$ cat src/rtl/muller_c_bank_if.sv
// Channel bundle for muller_c_bank: C-element inputs, mode/clear controls and
// registered observation outputs, grouped so a bench or wrapper drives one port.
interface muller_c_bank_if #(
    parameter int CHANNELS = 2,
    parameter int INPUTS   = 3,
    parameter int CNT_W    = 8
);
    logic [CHANNELS*INPUTS-1:0] io_in;
    logic [CHANNELS-1:0]        mode;
    logic                       clr_cnt;
    logic [CHANNELS-1:0]        io_out;
    logic [CHANNELS*CNT_W-1:0]  toggle_cnt;
    logic [CHANNELS-1:0]        stuck;

    modport master (
        output io_in, mode, clr_cnt,
        input  io_out, toggle_cnt, stuck
    );

    modport slave (
        input  io_in, mode, clr_cnt,
        output io_out, toggle_cnt, stuck
    );
endinterface

$ cat src/rtl/muller_c_bank.sv
// Bank of clocked Muller C-elements with per-channel symmetric/asymmetric fall,
// saturating transition counters and a consecutive-disagreement stall detector.
module muller_c_bank #(
    parameter int   CHANNELS  = 2,
    parameter int   INPUTS    = 3,
    parameter logic RESET_VAL = 1'b0,
    parameter int   CNT_W     = 8,
    parameter int   STALL_CYC = 15
) (
    input  logic            clock,
    input  logic            reset_n,
    muller_c_bank_if.slave  bus
);
    localparam int SW = $clog2(STALL_CYC + 1);
    localparam logic [CNT_W-1:0] CNT_MAX   = {CNT_W{1'b1}};
    localparam logic [CNT_W-1:0] CNT_ONE   = CNT_W'(1);
    localparam logic [SW-1:0]    STALL_MAX = SW'(STALL_CYC);
    localparam logic [SW-1:0]    STALL_ONE = SW'(1);

    logic [CHANNELS-1:0]             io_out_q, io_out_d;
    logic [CHANNELS-1:0][CNT_W-1:0]  cnt_q, cnt_d;
    logic [CHANNELS-1:0][SW-1:0]     stall_q, stall_d;
    logic [CHANNELS-1:0]             stuck_q, stuck_d;

    logic [CHANNELS-1:0][INPUTS-1:0] slice_s;
    logic [CHANNELS-1:0]             all1_s, all0_s, rest0_s;

    // Per-channel C-element evaluation, counter and stall-detector next state
    always_comb begin
        io_out_d = io_out_q;
        cnt_d    = cnt_q;
        stall_d  = stall_q;
        stuck_d  = stuck_q;
        slice_s  = '0;
        all1_s   = '0;
        all0_s   = '0;
        rest0_s  = '0;
        for (int c = 0; c < CHANNELS; c++) begin
            slice_s[c] = bus.io_in[c*INPUTS +: INPUTS];
            all1_s[c]  = &slice_s[c];
            rest0_s[c] = ~(|slice_s[c][INPUTS-1:1]);
            // Asymmetric mode lets the falling edge ignore the plus input (bit 0)
            if (bus.mode[c]) begin
                all0_s[c] = rest0_s[c];
            end else begin
                all0_s[c] = rest0_s[c] & ~slice_s[c][0];
            end

            if (all1_s[c]) begin
                io_out_d[c] = 1'b1;
            end else if (all0_s[c]) begin
                io_out_d[c] = 1'b0;
            end else begin
                io_out_d[c] = io_out_q[c];
            end

            if (bus.clr_cnt) begin
                cnt_d[c] = '0;
            end else if ((io_out_d[c] != io_out_q[c]) && (cnt_q[c] != CNT_MAX)) begin
                cnt_d[c] = cnt_q[c] + CNT_ONE;
            end else begin
                cnt_d[c] = cnt_q[c];
            end

            if (all1_s[c] || all0_s[c]) begin
                stall_d[c] = '0;
            end else if (stall_q[c] != STALL_MAX) begin
                stall_d[c] = stall_q[c] + STALL_ONE;
            end else begin
                stall_d[c] = stall_q[c];
            end

            stuck_d[c] = (stall_d[c] == STALL_MAX);
        end
    end

    // State registers with synchronous active-low reset
    always_ff @(posedge clock) begin
        if (!reset_n) begin
            io_out_q <= {CHANNELS{RESET_VAL}};
            cnt_q    <= '0;
            stall_q  <= '0;
            stuck_q  <= '0;
        end else begin
            io_out_q <= io_out_d;
            cnt_q    <= cnt_d;
            stall_q  <= stall_d;
            stuck_q  <= stuck_d;
        end
    end

    assign bus.io_out     = io_out_q;
    assign bus.toggle_cnt = cnt_q;
    assign bus.stuck      = stuck_q;
endmodule

$ cat src/flat_wrapper.sv
// flat-port wrapper written by rule: the top's interface ports become plain ports
module muller_c_bank_flat 
#(
    parameter int   CHANNELS  = 2,
    parameter int   INPUTS    = 3,
    parameter logic RESET_VAL = 1'b0,
    parameter int   CNT_W     = 8,
    parameter int   STALL_CYC = 15
)
  (clock, reset_n, bus_io_in, bus_mode, bus_clr_cnt, bus_io_out, bus_toggle_cnt, bus_stuck);
  muller_c_bank_if #(.CHANNELS(CHANNELS), .INPUTS(INPUTS), .CNT_W(CNT_W)) bus_i ();
  input  logic clock;
  input  logic reset_n;
  input wire logic [$bits(bus_i.io_in)-1:0] bus_io_in;
  input wire logic [$bits(bus_i.mode)-1:0] bus_mode;
  input wire logic [$bits(bus_i.clr_cnt)-1:0] bus_clr_cnt;
  output wire logic [$bits(bus_i.io_out)-1:0] bus_io_out;
  output wire logic [$bits(bus_i.toggle_cnt)-1:0] bus_toggle_cnt;
  output wire logic [$bits(bus_i.stuck)-1:0] bus_stuck;
  assign bus_i.io_in = bus_io_in;
  assign bus_i.mode = bus_mode;
  assign bus_i.clr_cnt = bus_clr_cnt;
  assign bus_io_out = bus_i.io_out;
  assign bus_toggle_cnt = bus_i.toggle_cnt;
  assign bus_stuck = bus_i.stuck;
  muller_c_bank #(.CHANNELS(CHANNELS), .INPUTS(INPUTS), .RESET_VAL(RESET_VAL), .CNT_W(CNT_W), .STALL_CYC(STALL_CYC)) u_core (.clock(clock), .reset_n(reset_n), .bus(bus_i));
endmodule
$ cat config.mk
export PLATFORM = sky130hd
export DESIGN_NAME = muller_c_bank_flat
export DESIGN_NICKNAME = d
export VERILOG_FILES = /design/src/rtl/muller_c_bank_if.sv /design/src/rtl/muller_c_bank.sv /design/src/flat_wrapper.sv
export SDC_FILE = /design/constraint.sdc
export NUM_CORES = 1
export LEC_CHECK = 0
export ABC_CLOCK_PERIOD_IN_PS = 1700
export CAP_MARGIN = 20
export CORE_MARGIN = 5
export CORE_UTILIZATION = 45
export CTS_CLUSTER_DIAMETER = 150
export CTS_CLUSTER_SIZE = 25
export DETAILED_ROUTE_END_ITERATION = 8
export PLACE_DENSITY_LB_ADDON = 0.25
export SLEW_MARGIN = 30
export SYNTH_ARGS = -nofsm -noshare
export SYNTH_HDL_FRONTEND = slang
export SYNTH_SLANG_ARGS = --single-unit
export TNS_END_PERCENT = 5
$ cat constraint.sdc
create_clock -name clock -period 1.7 [get_ports clock]
set_clock_uncertainty 0.15 [all_clocks]
set_input_delay 0.17 -clock clock [delete_from_list [all_inputs] [get_ports clock]]
set_output_delay 0.17 -clock clock [all_outputs]
set_load 0.02 [all_outputs]
; After elaboration in Yosys (flattened, before gate mapping)
; Cells that the tools add are included.
[totals]
regBits = 28
latch_bits = 0
ram_bits = 0
mem_bits_ro = 0
wordCells = 44
mem_count = 0
[classes]
n_addsub = 4
n_mul = 0
div = 0
n_lt_le_gt_ge = 0
eq_ne = 8
shifts = 0
n_mux = 10
bitwise_logic = 7
reduce_logical = 9
[ops]
columns = cell, count
row1 = $add 8x1->8 const B, 2
row2 = $mux 4, 4
row3 = $ne 8x8->1 const B, 2
row4 = $add 4x1->4 const B, 2
row5 = $eq 4x4->1 const B, 2
row6 = $ne 4x4->1 const B, 2
row7 = $mux 1, 6
row8 = $reduce_and 3->1, 2
row9 = $reduce_or 2->1, 3
row10 = $not 1->1, 5
row11 = $and 1x1->1, 2
row12 = $logic_and 1x1->1, 2
row13 = $logic_or 1x1->1, 2
row14 = $ne 1x1->1, 2

; Depth between registers and ports, before layout
; Gate-level depths: netlist of run 1.
[depth]
depth_word = 8
depth_mapped = 6
ltp_nobuf = 5

; Least setup slack after synthesis of run 1
; No wires, ideal clock.
[synth_timing]
path_kind = register to register
startpoint = reg u_core.io_out_q[0] (netlist: u_core.bus.io_out[0])
endpoint = reg u_core.cnt_q (netlist bit u_core.bus.toggle_cnt[5])
arrival_ns = 1.522
required_time_ns = 1.480
setup_slack_ns = -0.042
path_stages_with_launch = 5
path_cell_list = dfxtp_1 nand2b_1 o31a_1 or4_1 a21oi_1
[synth_between]
elab_chain_cells = 4
[synth_rtl]
columns = element, line
row1 = from (decl), muller_c_bank.sv:20  ; logic [CHANNELS-1:0] io_out_q, io_out_d;
row2 = from (signal assigned), muller_c_bank.sv:80  ; io_out_q <= {CHANNELS{RESET_VAL}};
row3 = from (signal assigned), muller_c_bank.sv:85  ; io_out_q <= io_out_d;
row4 = $mux 1, muller_c_bank.sv:51  ; end else if (all0_s[c]) begin
row5 = $mux 1, muller_c_bank.sv:49  ; if (all1_s[c]) begin
row6 = $ne 1x1->1 *, muller_c_bank.sv:59  ; end else if ((io_out_d[c] != io_out_q[c]) && (cnt_q[c] != CNT_MAX)) begin
row7 = $logic_and 1x1->1 *, muller_c_bank.sv:59
row8 = to (signal assigned), muller_c_bank.sv:86  ; cnt_q <= cnt_d;
row9 = to (decl), muller_c_bank.sv:21  ; logic [CHANNELS-1:0][CNT_W-1:0] cnt_q, cnt_d;
; Every way passes the cells marked *; elsewhere a longest branch is shown, timed or not.
; A chain may end at the register's enable or synchronous reset.

; Worst setup path in the final report of run 1
[layout_timing]
startpoint = in bus_io_in[1]
endpoint = reg u_core.cnt_q (netlist bit u_core.bus.toggle_cnt[5])
[layout_between]
elab_chain_cells = 8
[layout_rtl]
columns = element, line
row1 = from (decl), flat_wrapper.sv:14  ; input wire logic [$bits(bus_i.io_in)-1:0] bus_io_in;
row2 = $reduce_or 2->1, muller_c_bank.sv:41  ; rest0_s[c] = ~(|slice_s[c][INPUTS-1:1]);
row3 = $not 1->1, muller_c_bank.sv:41
row4 = $and 1x1->1, muller_c_bank.sv:46  ; all0_s[c] = rest0_s[c] & ~slice_s[c][0];
row5 = $mux 1, muller_c_bank.sv:43  ; if (bus.mode[c]) begin
row6 = $mux 1, muller_c_bank.sv:51
row7 = $mux 1 *, muller_c_bank.sv:49
row8 = $ne 1x1->1 *, muller_c_bank.sv:59
row9 = $logic_and 1x1->1 *, muller_c_bank.sv:59
; Marks and branches as above.

==> qor.csv, run 1 <==
stage,metric,value,unit
status,status,"complete, no violations",
die,Die H,66.7,µm
critical_path,Max Fanout on Critical Path,5,
critical_path,"Req. time, crit path",1.83,ns
cts,CTS max path bufs,2,
layout,"commonest non-fill, non-tap cell in the layout",dfxtp_1,
synthesis,adder-cell share of the synthesized area,0.0345,
route,DR iter-0 viols,81,
grt,total track usage,0.167,
synthesis,Syn Area/Cell,8.68,µm²
cts,H-tree levels,1,
layout,most frequent cells in the layout,"dfxtp_1 (27), buf_4 (17), nand2_1 (15)",
synthesis,#FFs+latches synth,28,
die,Die Area,4450,µm²
layout,Layout Cells excl Fill,257,
route,DRT Pass-1 Iters,4,
route,Routed Antenna Nets,0,
die,# IOs,31,
grt,largest net degree at the start of global routing,17,
power_and_ir_drop,maximum vdd drop,335,µV
layout,Fill cells,275,
grt,grt ovf,0,
synthesis,Synth Area in XOR/XNOR,0.0181,
sta,Final Hold Fails,0,
cts,CTS tree,done,
sta,worst-margin pin slew,0.372,ns
synthesis,Syn Nets,182,
synthesis,Synth Area in Compound Gates,0.244,
route,Vias/cell,5.74,
layout,Area Overhead vs Synth,35.7,%
synthesis,Synth Area in Simple Gates,0.271,
sta,post-layout minimum cycle time,1.68,ns
flow_run,maxcap violations,0,
critical_path,CP max stage delay,0.54,ns
grt,met3 Use GR,0.0219,
sta,setup ws final,0.0224,ns
grt,initial antenna violation count,0,
die,Core Box Area,3080,µm²
critical_path,"slowest stage cell, crit path",or4_1,
die,# rows,20,
place,pre-CTS setup slack,-0.314,ns
sta,slew margin rel.,0.748,
die,width of the chip,66.7,µm
cts,Clock transition at path regs,0.15,ns
route,Vias,1475,
power_and_ir_drop,Leak,0.845,nW
cts,later-pin clock latency in the skew report,0.33,ns
grt,met2 Track Usage GR,0.308,
grt,first-pass GRT wire length,5870,µm
cts,CTS sink count,28,
sta,crit share post-route,0.987,
route,DR WL/cell,13.4,µm
critical_path,kind of critical path,in -> reg,
synthesis,Mapped Cells,167,
place,Post-Place Cells,253,
grt,routing usage on met1,0.193,
sta,Final setup violation count,0,
die,initial core utilization,0.471,
cts,CTS Root Cell,clkbuf_4,
sta,RSZ-0062 raised after global routing,yes,
sta,Hold WS,0.183,ns
synthesis,Synth Warn #,0,
layout,ant diodes,0,
synthesis,area of the mapped netlist,1450,µm²
sta,count of pins over their slew limit,0,
route,# DRC,0,
layout,# nets final,229,
place,gp weighted congestion,0.806,
min_path,min-delay worst type,in -> reg,
synthesis,Cell variety after synth,44,
critical_path,critical path launch point type,input pin,
grt,number of global-route vias before repair,1384,
layout,share of cells above drive strength 1,0.122,
grt,GR peak layer,met2,
cts,# Post-CTS Setup Buffers,0,
sta,Max Clk Rate,0.596,GHz
route,Routed WL,3450,µm
synthesis,sequential element share of the synthesized area,0.387,
power_and_ir_drop,Power Density,656,nW/µm²
power_and_ir_drop,total chip power,1.29,mW
critical_path,crit-path cells,clkdlybuf4s50_1 > nand2b_1 > o31a_1 > or4_1 > a21oi_2,
synthesis,multiplexer share of the synthesized area,0.0276,
place,Buffers on Ports,30,
synthesis,largest family of logic cells by synthesized area,simple AND/OR/NAND/NOR gates,
place,HPWL after DPL,2630,µm
cts,Num CTS Buffers,3,
critical_path,Arrival @ worst endpoint,1.80,ns
critical_path,capturing element type of the critical path,register,
==> sequential cells by signal (all words and copies together) (netlist names) <==
register	count
u_core.bus.io_out	2
u_core.bus.stuck	2
u_core.bus.toggle_cnt	16
u_core.stall_q	8
==> Yosys cell counts, drive strengths merged <==
cell type   n  area [µm²]
nor3        7        35.0
o2111a      1        11.3
a41oi       2        17.5
nor2       11        41.3
and4        2        17.5
o41ai       1        8.76
nor2b       4        32.5
nand2b      6        37.5
nand3b      1        7.51
o21ai       5        25.0
o21a        1        7.51
o311a       1        10.0
a21oi       7        35.0
a21o        3        22.5
o311ai      3        26.3
and2        1        6.26
a31oi       2        12.5
xor2        1        8.76
nand4b      3        26.3
mux2i       4        40.0
nor3b       2        15.0
ha          4        50.1
o31a        2        17.5
nand3      13        65.1
and3        3        18.8
o31ai       6        50.1
a311oi      2        17.5
or3         2        12.5
or4         2        15.0
o211ai      4        30.0
nand4       1        6.26
buf         1        3.75
a211oi      3        22.5
xnor2       2        17.5
dfxtp      28         561
a311o       1        10.0
inv         2        7.51
o21bai      1        7.51
a21boi      2        15.0
nand2      15        56.3
clkbuf      4        15.0
o22ai       1        6.26
==> power breakdown <==
part	total, mW	switching [mW]	internal [mW]
Sequential	0.685	0.0142	0.671
Clock	0.440	0.202	0.238
Combinational	0.163	0.0780	0.0852
==> worst paths after layout <==
path,endpoint,depth (start not counted),slack [ns],startpoint
max,u_core.bus.toggle_cnt[5]$_SDFFE_PP0P_,5,0.02,bus_io_in[1]
min,u_core.stall_q[1]$_SDFF_PN0_,4,0.18,bus_io_in[0]
max reg2reg,u_core.bus.toggle_cnt[5]$_SDFFE_PP0P_,4,0.08,u_core.bus.io_out[0]$_SDFF_PN0_
min reg2reg,u_core.bus.toggle_cnt[14]$_SDFFE_PP0P_,1,0.38,u_core.bus.toggle_cnt[14]$_SDFFE_PP0P_
==> layout make-up <==
class	instances	area [µm²]	share of cell area
repair buffers	47	420	0.214
inverters	2	7.51	0.00382
clock inverters	1	30.0	0.0153
flip-flops and latches	28	562	0.286
clock buffers	3	22.5	0.0115
multi-input cells	132	868	0.442
well taps	44	55.1	0.0280
==> worst max-delay path: cells and delay by family <==
family                 cells  cell delay [ns]
and+or+nand+nor            2             0.73
buffers and inverters      1             0.48
AOI/OAI and AO/OA          2             0.42
==> metrics by stage <==
| step | utilization | instance area (µm²) | setup TNS (ns) |
|---|---|---|---|
| floorplan | - | 1450 | -0.00830 |
| global placement | 0.622 | 1910 | -2.67 |
| detailed placement | 0.622 | 1910 | -3.60 |
| CTS | 0.633 | 1950 | 0 |
| global route | 0.639 | 1970 | -0.0937 |
| finish | 0.639 | 1970 | 0 |
==> routing by layer <==
layer / up-vias / share of wire / wire, µm
met1: 695 / 0.43 / 1470
li1: 736 / - / -
met3: 8 / 0.042 / 145
met5: - / 0 / 0
met4: 0 / 0.015 / 53
met2: 36 / 0.52 / 1780
==> repair_timing <==
action                     CTS  global route
cloned                       0             0
setup endpoints to repair   14             7
hold buffers                 0             0
resized for setup           14             6
==> cells by family (layout without fill, tap and decap cells) <==
family | count (synthesis) | count (layout)
buf+inv | 7 | 53
simple gates | 73 | 73
compound gates | 48 | 48
fa+ha+maj | 4 | 4
xor+xnor | 3 | 3
mux | 4 | 4
flops | 28 | 28
(Power assumes the default switching activity.)
==> run 2, diff against run 1 <==
ABC_CLOCK_PERIOD_IN_PS = 1500   (was 1700)
clock period = 1.5 ns   (was 1.7 ns; I/O delays follow)
==> run 2 against run 1 <==
  * The run now ends with setup timing left
  * Sequential share of layout area shrank 1.7 points
  * Core utilization grew 6.1 points
  * Non-clock buffer count grew 21
  * Via count grew 9.2%
  * Worst hold slack gained 0.18 ns
  * Die area is the same
  * Cell count grew 8.2%
  * Setup slack lost 0.15 ns
  * First-iteration DRC count grew 27%
  * Combinational power grew 37%
  * Wire length grew 21%
  * Global-route usage grew 3.3 points
  * Critical endpoint unchanged
  * Largest cell class unchanged
==> qor.csv, run 2 (same netlist as run 1, synthesis figures left out) <==
stage,metric,value,unit
status,status,finished with violations,
status,violated checks,setup timing,
die,width of the chip,66.7,µm
critical_path,Levels on crit path,4,
route,Vias/cell,5.79,
layout,ant diodes,0,
power_and_ir_drop,Power Density,620,nW/µm²
sta,setup ws final,-0.123,ns
die,Core Box Area,3080,µm²
flow_run,maxcap violations,0,
place,Area after DPL,2090,µm²
route,Routed Antenna Nets,0,
die,# IOs,31,
route,Routed WL,4170,µm
layout,Area Overhead vs Synth,48.6,%
power_and_ir_drop,Gate power share,0.167,
min_path,min-delay worst type,reg -> reg,
layout,Post-Route Utilization,0.700,
layout,Fill cells,253,
cts,CTS max path bufs,2,
sta,RSZ-0062 raised after global routing,yes,
critical_path,Max Fanout on Critical Path,6,
power_and_ir_drop,NetSw,0.353,mW
critical_path,Arrival @ worst endpoint,1.75,ns
die,initial core utilization,0.471,
cts,H-tree levels,1,
cts,CTS Hold Buffers Added,0,
route,DR WL/cell,15.0,µm
critical_path,critical path launch point type,register,
sta,Max Clk Rate,0.616,GHz
sta,Final setup violation count,4,
place,HPWL after DPL,3160,µm
grt,total track usage,0.200,
grt,largest net degree at the start of global routing,16,
cts,CTS sink count,28,
die,Die Area,4450,µm²
power_and_ir_drop,maximum vdd drop,643,µV
layout,Final Cell Area,2150,µm²
layout,max reg flops,16,
sta,slew margin rel.,0.761,
power_and_ir_drop,clock network power share,0.252,
grt,grt ovf,0,
place,Buffers on Ports,30,
cts,Clock transition at path regs,0.16,ns
cts,CTS Root Cell,clkbuf_4,
route,# DRC,0,
route,DR iter-0 viols,103,
layout,"commonest non-fill, non-tap cell in the layout",buf_4,
route,DRT Pass-1 Iters,6,
die,Die H,66.7,µm
power_and_ir_drop,total chip power,1.34,mW
power_and_ir_drop,Reg power frac,0.581,
critical_path,R2R cell count,4,
critical_path,worst path bufs/invs,0,
layout,# nets final,250,
critical_path,kind of critical path,reg -> reg,
power_and_ir_drop,P_int,0.983,mW
sta,count of pins over their slew limit,0,
critical_path,CP max stage delay,0.50,ns
sta,worst-margin pin slew,0.353,ns
critical_path,crit-path cells,nand4b_1 > o31a_1 > or4_1 > a21oi_1,
power_and_ir_drop,switching share of power,0.264,
cts,later-pin clock latency in the skew report,0.34,ns
min_path,hold path cells,2,
layout,most frequent cells in the layout,"buf_4 (37), dlygate4sd2_1 (18), dfxtp_1 (18)",
sta,crit share post-route,1.08,
die,# rows,20,
critical_path,capturing element type of the critical path,register,
grt,number of global-route vias before repair,1635,
route,Vias,1611,
sta,Hold WS,0.368,ns
grt,initial antenna violation count,0,
critical_path,"slowest stage cell, crit path",or4_1,
critical_path,"delay-heaviest family, CP",simple AND/OR/NAND/NOR gates,
cts,Num CTS Buffers,3,
sta,post-layout minimum cycle time,1.62,ns
grt,first-pass GRT wire length,7070,µm
power_and_ir_drop,Leak,0.925,nW
cts,CTS tree,done,
layout,share of cells above drive strength 1,0.269,
critical_path,"Req. time, crit path",1.63,ns
place,gp weighted congestion,0.826,
sta,Final Hold Fails,0,
==> run 2: cell types whose count changed in the layout (fill, tap and decap cells not counted), sizes merged <==
cell,change
bufinv,-1
clkdlybuf4s50,-2
clkdlybuf4s15,+1
dlymetal6s2s,-4
clkbuf,+2
dlygate4sd2,+4
buf,+21
==> run 2: final timing paths <==
path | startpoint | endpoint | slack [ns]
hold / removal | u_core.bus.toggle_cnt[0]$_SDFFE_PP0P_ | u_core.bus.toggle_cnt[0]$_SDFFE_PP0P_ | 0.37
setup / recovery | u_core.bus.io_out[0]$_SDFF_PN0_ | u_core.bus.toggle_cnt[5]$_SDFFE_PP0P_ | -0.12
hold reg to reg | u_core.bus.toggle_cnt[0]$_SDFFE_PP0P_ | u_core.bus.toggle_cnt[0]$_SDFFE_PP0P_ | 0.37
setup reg to reg | u_core.bus.io_out[0]$_SDFF_PN0_ | u_core.bus.toggle_cnt[5]$_SDFFE_PP0P_ | -0.12
==> run 2: per-layer routing <==
layer	track usage	wire length, µm	vias to the layer above
li1	-	-	777
met1	0.227	1670	772
met2	0.364	2240	51
met3	0.0489	206	11
met4	0.0584	63	0
met5	0	0	-
==> run 2: what timing repair did <==
item | CTS | global route
endpoints found under the setup margin | 27 | 21
pin swaps | 4 | 3
gates resized for setup | 22 | 17
buffers inserted | 0 | 1
==> run 2: cell type report <==
type,instances,area (µm²),share of cell area
clock buffers,4,26.3,0.0122
flip-flops and latches,28,578,0.268
inverters,2,7.51,0.00349
multi-input cells,132,925,0.429
well taps,44,55.1,0.0256
repair buffers,68,562,0.261
==> run 2: per-stage QoR <==
step	worst slack (ns)	instances	setup TNS [ns]
2_1_floorplan	-0.103	167	-0.345
3_3_place_gp	-0.406	273	-6.37
3_5_place_dp	-0.480	273	-7.27
4_1_cts	-0.145	277	-0.347
5_1_grt	-0.193	278	-1.07
6_report	-0.123	278	-0.322
==> run 2: worst register-to-register path: cells and delay by family, from the launching register on <==
family             cells  cell delay [ns]
and+or+nand+nor        2             0.70
DFF                    1             0.39
AOI/OAI and AO/OA      2             0.33
==> run 2: power groups by stage <==
| stage | registers [mW] | clock network, mW | logic [mW] |
|---|---|---|---|
| finish | 0.776 | 0.337 | 0.223 |
| global route | 0.781 | 0.371 | 0.241 |
| detailed placement | 0.793 | 0 | 0.216 |
| CTS | 0.776 | 0.341 | 0.214 |
| global placement | 0.791 | 0 | 0.203 |
| floorplan | 0.798 | 0 | 0.0831 |
